**src/rtl/vga_pkg.sv**
```systemverilog
// vga_pkg: text-mode geometry, CGA palette, attribute layout and cell pipeline types
package vga_pkg;
  localparam int TEXT_COLS = 80;
  localparam int TEXT_ROWS = 30;
  localparam int GLYPH_H = 16;
  localparam int GLYPH_W = 8;
  localparam int SCAN_W = $clog2(GLYPH_H);
  localparam int FG_LSB = 8;
  localparam int BG_LSB = 12;
  localparam logic [SCAN_W-1:0] CURSOR_SCAN = SCAN_W'(14);
  localparam logic [11:0] PALETTE [16] = '{
    12'h000, 12'h00A, 12'h0A0, 12'h0AA, 12'hA00, 12'hA0A, 12'hA50, 12'hAAA,
    12'h555, 12'h55F, 12'h5F5, 12'h5FF, 12'hF55, 12'hF5F, 12'hFF5, 12'hFFF
  };
  typedef struct packed {
    logic v;
    logic [SCAN_W-1:0] scan;
    logic vis;
    logic hit;
  } front_t;
  typedef struct packed {
    logic v;
    logic hit;
    logic [3:0] fg;
    logic [3:0] bg;
  } back_t;
  function automatic logic [11:0] cell_addr(input logic [4:0] row, input logic [6:0] col);
    cell_addr = ({7'd0, row} << 6) + ({7'd0, row} << 4) + {5'd0, col};
  endfunction
endpackage

```
**src/rtl/pixel_shifter.sv**
```systemverilog
// pixel_shifter: glyph row serialiser with per-pixel clock divider and fg/bg palette lookup
module pixel_shifter
  import vga_pkg::*;
#(
  parameter int CLK_PER_PIX = 4
) (
  input  logic               clk_i,
  input  logic               rst_n_i,
  input  logic               load_i,
  input  logic [GLYPH_W-1:0] glyph_i,
  input  logic [3:0]         fg_i,
  input  logic [3:0]         bg_i,
  input  logic               von_i,
  output logic [11:0]        rgb_o
);
  localparam int CW = CLK_PER_PIX > 1 ? $clog2(CLK_PER_PIX) : 1;
  logic [GLYPH_W-1:0] sh_q, sh_d;
  logic [CW-1:0] cnt_q, cnt_d;
  logic [3:0] fg_q, fg_d, bg_q, bg_d;
  logic [11:0] rgb_q, rgb_d;
  logic tick;
  // zeros shift in behind the glyph, so the cell falls back to bg after pixel 7
  always_comb begin
    tick = cnt_q == CW'(CLK_PER_PIX - 1);
    sh_d = load_i ? glyph_i : tick ? sh_q << 1 : sh_q;
    cnt_d = (load_i || tick) ? '0 : cnt_q + 1'b1;
    fg_d = load_i ? fg_i : fg_q;
    bg_d = load_i ? bg_i : bg_q;
    rgb_d = von_i ? PALETTE[sh_d[GLYPH_W-1] ? fg_d : bg_d] : 12'h000;
  end
  always_ff @(posedge clk_i or negedge rst_n_i) begin
    if (!rst_n_i) begin
      sh_q <= '0;
      cnt_q <= '0;
      fg_q <= '0;
      bg_q <= '0;
      rgb_q <= '0;
    end else begin
      sh_q <= sh_d;
      cnt_q <= cnt_d;
      fg_q <= fg_d;
      bg_q <= bg_d;
      rgb_q <= rgb_d;
    end
  end
  assign rgb_o = rgb_q;
endmodule

```
**src/rtl/text_pixel_gen.sv**
```systemverilog
// text_pixel_gen: per-cell VRAM/font fetch pipeline feeding the pixel shifter, with aligned syncs
module text_pixel_gen
  import vga_pkg::*;
#(
  parameter int   COLS        = TEXT_COLS,
  parameter int   ROWS        = TEXT_ROWS,
  parameter int   CLK_PER_PIX = 4,
  parameter logic SYNC_IDLE   = 1'b1
) (
  input  logic        clk_i,
  input  logic        rst_n_i,
  input  logic        col_stb_i,
  input  logic [6:0]  col_i,
  input  logic [8:0]  line_i,
  input  logic        cursor_i,
  input  logic        hsync_i,
  input  logic        vsync_i,
  input  logic        video_on_i,
  input  logic [6:0]  cur_col_i,
  input  logic [4:0]  cur_row_i,
  output logic [11:0] vram_addr_o,
  output logic        vram_rd_o,
  input  logic [15:0] vram_data_i,
  output logic [11:0] font_addr_o,
  input  logic [7:0]  font_data_i,
  output logic [11:0] rgb_o,
  output logic        hsync_o,
  output logic        vsync_o
);
  logic [4:0] row;
  logic [SCAN_W-1:0] scan;
  logic vis, hit;
  front_t [1:0] fr_q, fr_d;
  back_t [1:0] bk_q, bk_d;
  logic [11:0] vram_addr_q, vram_addr_d, font_addr_q, font_addr_d;
  logic vram_rd_q, vram_rd_d;
  logic [3:0] hs_dly_q, hs_dly_d, vs_dly_q, vs_dly_d, von_dly_q, von_dly_d;
  logic hsync_q, hsync_d, vsync_q, vsync_d;
  logic [GLYPH_W-1:0] glyph;
  assign row = line_i[8:4];
  assign scan = line_i[3:0];
  // fr_* tracks a cell while VRAM is read, bk_* while the font ROM is read
  always_comb begin
    vis = int'(col_i) < COLS && int'(row) < ROWS;
    hit = cursor_i && col_i == cur_col_i && row == cur_row_i && scan >= CURSOR_SCAN;
    fr_d[0] = '{v: col_stb_i, scan: scan, vis: vis, hit: hit};
    fr_d[1] = fr_q[0];
    bk_d[0] = '{v: fr_q[1].v, hit: fr_q[1].hit,
                fg: fr_q[1].vis ? vram_data_i[FG_LSB+:4] : 4'd0,
                bg: fr_q[1].vis ? vram_data_i[BG_LSB+:4] : 4'd0};
    bk_d[1] = bk_q[0];
    vram_addr_d = col_stb_i ? cell_addr(row, col_i) : vram_addr_q;
    vram_rd_d = col_stb_i && vis;
    font_addr_d = fr_q[1].v ? {vram_data_i[7:0], fr_q[1].scan} : font_addr_q;
    hs_dly_d = {hs_dly_q[2:0], hsync_i};
    vs_dly_d = {vs_dly_q[2:0], vsync_i};
    von_dly_d = {von_dly_q[2:0], video_on_i};
    hsync_d = hs_dly_q[3];
    vsync_d = vs_dly_q[3];
    glyph = bk_q[1].hit ? ~font_data_i : font_data_i;
  end
  always_ff @(posedge clk_i or negedge rst_n_i) begin
    if (!rst_n_i) begin
      fr_q <= '0;
      bk_q <= '0;
      vram_addr_q <= '0;
      vram_rd_q <= 1'b0;
      font_addr_q <= '0;
      hs_dly_q <= {4{SYNC_IDLE}};
      vs_dly_q <= {4{SYNC_IDLE}};
      von_dly_q <= '0;
      hsync_q <= SYNC_IDLE;
      vsync_q <= SYNC_IDLE;
    end else begin
      fr_q <= fr_d;
      bk_q <= bk_d;
      vram_addr_q <= vram_addr_d;
      vram_rd_q <= vram_rd_d;
      font_addr_q <= font_addr_d;
      hs_dly_q <= hs_dly_d;
      vs_dly_q <= vs_dly_d;
      von_dly_q <= von_dly_d;
      hsync_q <= hsync_d;
      vsync_q <= vsync_d;
    end
  end
  pixel_shifter #(.CLK_PER_PIX(CLK_PER_PIX)) u_shift (
    .clk_i   (clk_i),
    .rst_n_i (rst_n_i),
    .load_i  (bk_q[1].v),
    .glyph_i (glyph),
    .fg_i    (bk_q[1].fg),
    .bg_i    (bk_q[1].bg),
    .von_i   (von_dly_q[3]),
    .rgb_o   (rgb_o)
  );
  assign vram_addr_o = vram_addr_q;
  assign vram_rd_o = vram_rd_q;
  assign font_addr_o = font_addr_q;
  assign hsync_o = hsync_q;
  assign vsync_o = vsync_q;
endmodule

```
**config.mk**
```make
export PLATFORM = sky130hd
export DESIGN_NAME = text_pixel_gen
export DESIGN_NICKNAME = d
export VERILOG_FILES = /design/src/rtl/vga_pkg.sv /design/src/rtl/pixel_shifter.sv /design/src/rtl/text_pixel_gen.sv
export SDC_FILE = /design/constraint.sdc
export NUM_CORES = 1
export LEC_CHECK = 0
export ABC_CLOCK_PERIOD_IN_PS = 2000
export BUFFER_PORTS_ARGS = -buffer_cell sky130_fd_sc_hd__buf_2
export CAP_MARGIN = 20
export CORE_MARGIN = 10
export CORE_UTILIZATION = 52
export DETAILED_ROUTE_END_ITERATION = 8
export PLACE_DENSITY = 0.78
export SLEW_MARGIN = 20
export SYNTH_ARGS = -nofsm -noshare
export SYNTH_HDL_FRONTEND = slang
export SYNTH_SLANG_ARGS = --single-unit
```
**constraint.sdc**
```tcl
create_clock -name clk_i -period 2 [get_ports clk_i]
set_input_delay 0.2 -clock clk_i [delete_from_list [all_inputs] [get_ports clk_i]]
set_output_delay 0.2 -clock clk_i [all_outputs]
set_load 0.02 [all_outputs]
```
# Word-level counts from Yosys, hierarchy flattened
# Memory sizes are Yosys's and may differ from the RTL's.
# Cells that the tools add are included.
# W data, S select, Z words.
# totals
ff_bits,103
rom_bits,192
in_bits,59
out_inout_bits,39
wordCells,62
memories,1
# memory_table
name,depth,word_bits,read_ports,rd_ports_with_merged_regs,write_ports,line,source
(name not given),16,12,1,0,0,pixel_shifter.sv:29,rgb_d = von_i ? PALETTE[sh_d[GLYPH_W-1] ? fg_d : bg_d] : 12'h000;
# classes
add_sub_neg,3
order_cmp,4
n_eq_ne,3
n_mux,12
bitwise_logic,2
reduce_logical,7
# ops
op,count
$mux W12,3
$mux W8,3
$mux W4,5
$add A11 B9 Y12,1
$add A12 B7 Y12,1
$not A8 Y8,1
$eq A7 B7 Y1,1
$lt A7 B7 Y1 const B,1
$eq A5 B5 Y1,1
$ge A5 B5 Y1 const B,1
$logic_and A1 B1 Y1,5
$lt A5 B5 Y1 const B,1
$not A4 Y5,1
$ge A4 B4 Y1 const B,1
$add A2 B1 Y2 const B,1
$eq A2 B2 Y1 const B,1
$mux W2,1
$reduce_bool A2 Y1,1
$logic_or A1 B1 Y1,1

# Depth between registers and ports, before layout
# logic_depth
word_depth,9
ltp_mapped,8
mapped_depth_nobuf,8

# Hierarchy
# From an unflattened synthesis, not the netlist that was laid out.
# unflattened
hier_cells,261
hier_area_um2,3761.1
# modules_own_cells
module,instances,cells_per_inst,area_per_inst_um2,seq_area_each_um2
text_pixel_gen,1,176,2701.3,1839.3
pixel_shifter,1,85,1059.8,575.6

# Worst setup path after synthesis
# OpenSTA, ideal clock, no wires.
# synth_path
kind,input to register
from,in col_i[6]
to,reg vram_addr_q[9] (netlist: vram_addr_o[9])
setup_time_ns,0.125
arrival_time_ns,2.015
t_required_ns,1.875
slack_ns,-0.139
cell_stages,8
path_buffers,0
path_cell_list,inv_1 -> fa_1 -> inv_1 -> fa_1 -> a21o_1 -> a21o_1 -> xor2_1 -> mux2_2
# synth_between
elab_chain_len,1
# synth_lines
element,line,source
start: declaration,text_pixel_gen.sv:13,"input logic [6:0] col_i,"
$add A12 B7 Y12,vga_pkg.sv:28,"cell_addr = ({7'd0, row} << 6) + ({7'd0, row} << 4) + {5'd0, col};"
end signal: assignment,text_pixel_gen.sv:77,vram_addr_q <= vram_addr_d;
end: declaration,text_pixel_gen.sv:35,"logic [11:0] vram_addr_q, vram_addr_d, font_addr_q, font_addr_d;"
# Every way passes these cells.
# A chain may end at the register's enable or synchronous reset.

# Worst setup path in the final report
# layout_path
from,in line_i[6]
to,reg vram_addr_q[9] (netlist: vram_addr_o[9])
# layout_between
elab_chain_len,2
# layout_lines
element,line,source
start: declaration,text_pixel_gen.sv:14,"input logic [8:0] line_i,"
$add A11 B9 Y12,vga_pkg.sv:28,
$add A12 B7 Y12,vga_pkg.sv:28,
# Every way passes these cells.

==> run summary <==
STATUS
-----------------------------------------------------------------------------------------------------
Outcome                                                                                  complete, no violations

CTS
-----------------------------------------------------------------------------------------------------
CTS tree                                                                                          yes
Cts bufs inserted                                                                                   9
Count of hold buffers inserted by post-cts repair                                                   8
Total number of H-tree levels                                                                       3
Clock sink count                                                                                   96
Clock latency reported for the late side of the worst-skew pair                                340 ps
Root buffer cell                                                                             clkbuf_8
Resize count post-CTS                                                                               0
Post-CTS setup buffer count                                                                         0
Clock slew at the register clock pins of the worst setup and hold paths                        100 ps
Max Buffers Root-to-Sink                                                                            2

SETUP PATH
-----------------------------------------------------------------------------------------------------
Ordered list of cells on the worst path                                                  buf_2, inv_1, fa_1, inv_2, fa_2, a21o_1, a21o_1, xor2_1, mux2_2
Worst reg-to-reg setup slack                                                                   250 ps
Stage delay of the slowest cell on the critical path                                           540 ps
Startpoint kind of the worst setup timing path                                           primary input
Origin of the critical flop-to-flop path                                                 u_shift.cnt_q[0]
Endpoint type of the worst setup path                                                       flip-flop
Crit path kind                                                                           primary input to flip-flop
Length in cells of the worst reg-to-reg path                                                        5
CP max-delay cell                                                                                fa_1
Required time of the critical path                                                            2240 ps
Cell repeated most along the worst path                                                        a21o_1
Worst path arrival time                                                                       2010 ps
Maximum fanout encountered on the critical timing path                                              2
Endpoint of the worst-slack reg-to-reg timing path                                       u_shift.rgb_o[7]

LOGIC SYNTHESIS
-----------------------------------------------------------------------------------------------------
Top area cells in the synthesized netlist                                                dfrtp_1, mux2_2, dfstp_2
Mux contribution to synthesized area                                                            12.9%
Most frequent cell after synthesis                                                            dfrtp_1
Number of enable-type register cells in the synthesized netlist                                     0
Post-Synthesis Mean Instance Area                                                          14.5 sq um
Number of library cell types mapped by synthesis                                                   38
Fraction of post-synthesis cell area in the top cell type by area                               57.1%
Area fraction in and, or, nand and nor cells after synthesis                                    5.68%
Post-synthesis share of cell area spent on full adders, half adders and majority gates          4.38%
Post-Synthesis Cell Area                                                                   3770 sq um
Number of cells produced by synthesis                                                             259
Most used standard cells in the synthesized netlist                                      dfrtp_1, mux2_2, xor2_1
XOR/XNOR Fraction of Synth Area                                                                 5.55%
Most area-hungry cell type in the Yosys netlist                                               dfrtp_1
Count of warnings emitted by yosys                                                                  0
Post-Synthesis Net Count                                                                          330
Combinational family with the most area after synthesis                                  multiplexers
Area fraction in compound gates after synthesis                                                 3.89%
Flip-flop and latch count after synthesis                                                          96
Proportion of synthesized chip area in sequential cells                                         64.1%
Main flop type after synthesis                                                                dfrtp_1
FFs w/ async S/R, synth                                                                          100%

ROUTING
-----------------------------------------------------------------------------------------------------
Number of design-rule violations left by the first detailed-router iteration                       36
Number of remaining DRC errors                                                                      0
Average wire per cell in the routed design                                                    14.9 um
Via count normalized by instance count                                                           4.78
Post-route ant nets                                                                                 0
Detailed-routing iteration count for the pre-antenna-repair pass                                    6
Vias                                                                                            2,282
WL final                                                                                      7.12 mm

FLOORPLAN
-----------------------------------------------------------------------------------------------------
Number of core rows                                                                                30
Core Region                                                                                6910 sq um
Height of the die                                                                              105 um
I/O pin count                                                                                      98
Overall die area                                                                         11,000 sq um
Chip width                                                                                     105 um
Initial standard-cell utilization of the core                                                   54.5%

MIN PATH
-----------------------------------------------------------------------------------------------------
Classification of the worst-slack hold path                                              primary input to flip-flop
Origin of the worst min-delay path                                                       vram_data_i[8]
Hold Path Stages                                                                                    2
Destination of the worst hold path                                                           bk_d[14]

FINAL LAYOUT
-----------------------------------------------------------------------------------------------------
Total area of sequential cells                                                             2410 sq um
Area growth syn-to-layout                                                                       23.9%
Final std cell area, no fill                                                               4670 sq um
FILL cells                                                                                        545
Net total in the final layout                                                                     447
Share of final-layout standard cells stronger than drive strength 1                             44.9%
Area of the multi-input gates                                                              1220 sq um
Total inserted antenna cells                                                                        0

PLACED DESIGN
-----------------------------------------------------------------------------------------------------
GPL Wtd Cong                                                                                    0.837
Total placed instance area                                                                 4410 sq um
Count of input and output buffers                                                                  97
Detailed placer's ending HPWL                                                                 5.55 mm
Post-placement worst setup slack                                                              -138 ps

GLOBAL ROUTE
-----------------------------------------------------------------------------------------------------
Total overflow reported by the global router                                                        0
Via count of the first global-routing pass                                                      2,493
Global-route wire length before repair                                                        12.1 mm
Total global routing track utilization                                                          13.3%
Antenna violations before repair                                                                    0
Largest net degree at the start of global routing                                                  60

STA
-----------------------------------------------------------------------------------------------------
Final Max Slew Viols                                                                                0
Minimum clock period                                                                          1770 ps
Endpoints failing hold                                                                              0
Final Cycle Share                                                                               88.5%
Least-Margin Pin Slew                                                                          541 ps
Min setup slack post-route                                                                     231 ps
Highest Clock Rate                                                                            565 MHz
Setup repair after global routing missed its margin                                             false
Clock tree skew after final layout                                                            11.8 ps
Final setup viols                                                                                   0
Max-Slew Margin vs Limit                                                                        64.0%

PWR
-----------------------------------------------------------------------------------------------------
Leakage power                                                                                 2.32 nW
Power per unit of standard cell area                                                      865 nW/um^2
Max rail drop VDD                                                                              412 uV
Design Power                                                                                  4.04 mW

JOB
-----------------------------------------------------------------------------------------------------
Maximum Capacitance Violations                                                                      0

-- cell type report --
type	instances	area share [%]
timing repair buffer	121	15.0
tap	96	2.57
clock inverter	6	1.10
sequential	96	51.7
inverter	9	0.723
clock buffer	10	2.73
multi-input combinational	139	26.2
-- logic make-up (layout without fill, tap and decap cells) --
kind of cell    Yosys count  in the layout
simple gates             40             40
mux                      42             42
fa+ha+maj                12             12
xor+xnor                 23             23
buf+inv                  24            146
compound gates           22             22
flops                    96             96
-- report_power, final --
part           leakage, nW  switching, mW  internal, mW  total [mW]
registers             1.16         0.0838          2.12        2.20
clock network       0.0814          0.661         0.470        1.13
logic                 1.08          0.381         0.327       0.708
total                 2.32           1.13          2.91        4.04
-- routing by layer --
| metal | up-vias | share of wire [%] | track usage (%) |
|---|---|---|---|
| met5 | - | 0 | 0 |
| met4 | 0 | 0.39 | 3.14 |
| met3 | 4 | 8.6 | 6.63 |
| met2 | 74 | 48 | 21.6 |
| met1 | 1104 | 42 | 15.5 |
| li1 | 1100 | - | - |
-- sequential cells by signal, summed over array words and instances, names as in the netlist, 5 cells and up --
| name | count |
|---|---|
| fr_d | 7 |
| bk_q | 10 |
| u_shift.sh_q | 8 |
| vram_addr_o | 12 |
| u_shift.rgb_o | 5 |
| bk_d | 12 |
| fr_q | 5 |
| font_addr_o | 12 |
-- worst max-delay path by stage --
stage	startpoint	to	slack (ps)	cells past startpoint
global route	line_i[4]	vram_addr_o[8]	180	10
finish	line_i[6]	vram_addr_o[9]	230	9
CTS	u_shift.cnt_q[0]	u_shift.rgb_o[7]	240	5
floorplan	line_i[6]	vram_addr_o[9]	6	8
global placement	line_i[6]	vram_addr_o[9]	-120	9
detailed placement	line_i[6]	vram_addr_o[9]	-140	9
-- metrics by stage --
stage | TNS (ps) | utilization [%] | hold WS, ps | instances
2_1_floorplan | 0 | - | -95.6 | 259
6_report | 0 | 67.6 | 63.0 | 477
3_3_place_gp | -210 | 63.9 | 12.4 | 453
3_5_place_dp | -244 | 63.9 | 11.6 | 453
5_1_grt | 0 | 67.6 | 32.6 | 477
4_1_cts | 0 | 67.6 | 45.0 | 477
-- layout by cell type (no fill, tap or decap), types with 2 or more instances in the layout --
cell type	n
clkbuf_8	9
nor4_1	2
xnor2_1	8
a21oi_1	4
inv_1	8
mux2i_1	12
dlygate4sd3_1	8
a21o_1	3
and2_1	11
inv_6	2
dfrtp_1	86
buf_4	16
nor2_1	6
dfstp_2	10
clkinvlp_4	3
nand2b_1	2
mux2i_4	2
buf_2	96
nand3b_1	2
ha_1	10
nand2_1	10
mux2_2	27
nand4_1	4
o21ai_0	7
xor2_1	14
-- critical path, delay by kind of cell --
| kind | cells | cell delay [ps] |
|---|---|---|
| buf+inv | 3 | 180 |
| xor+xnor | 1 | 140 |
| compound gates | 2 | 360 |
| mux | 1 | 260 |
| fa+ha+maj | 2 | 870 |
(Power assumes the default switching activity.)
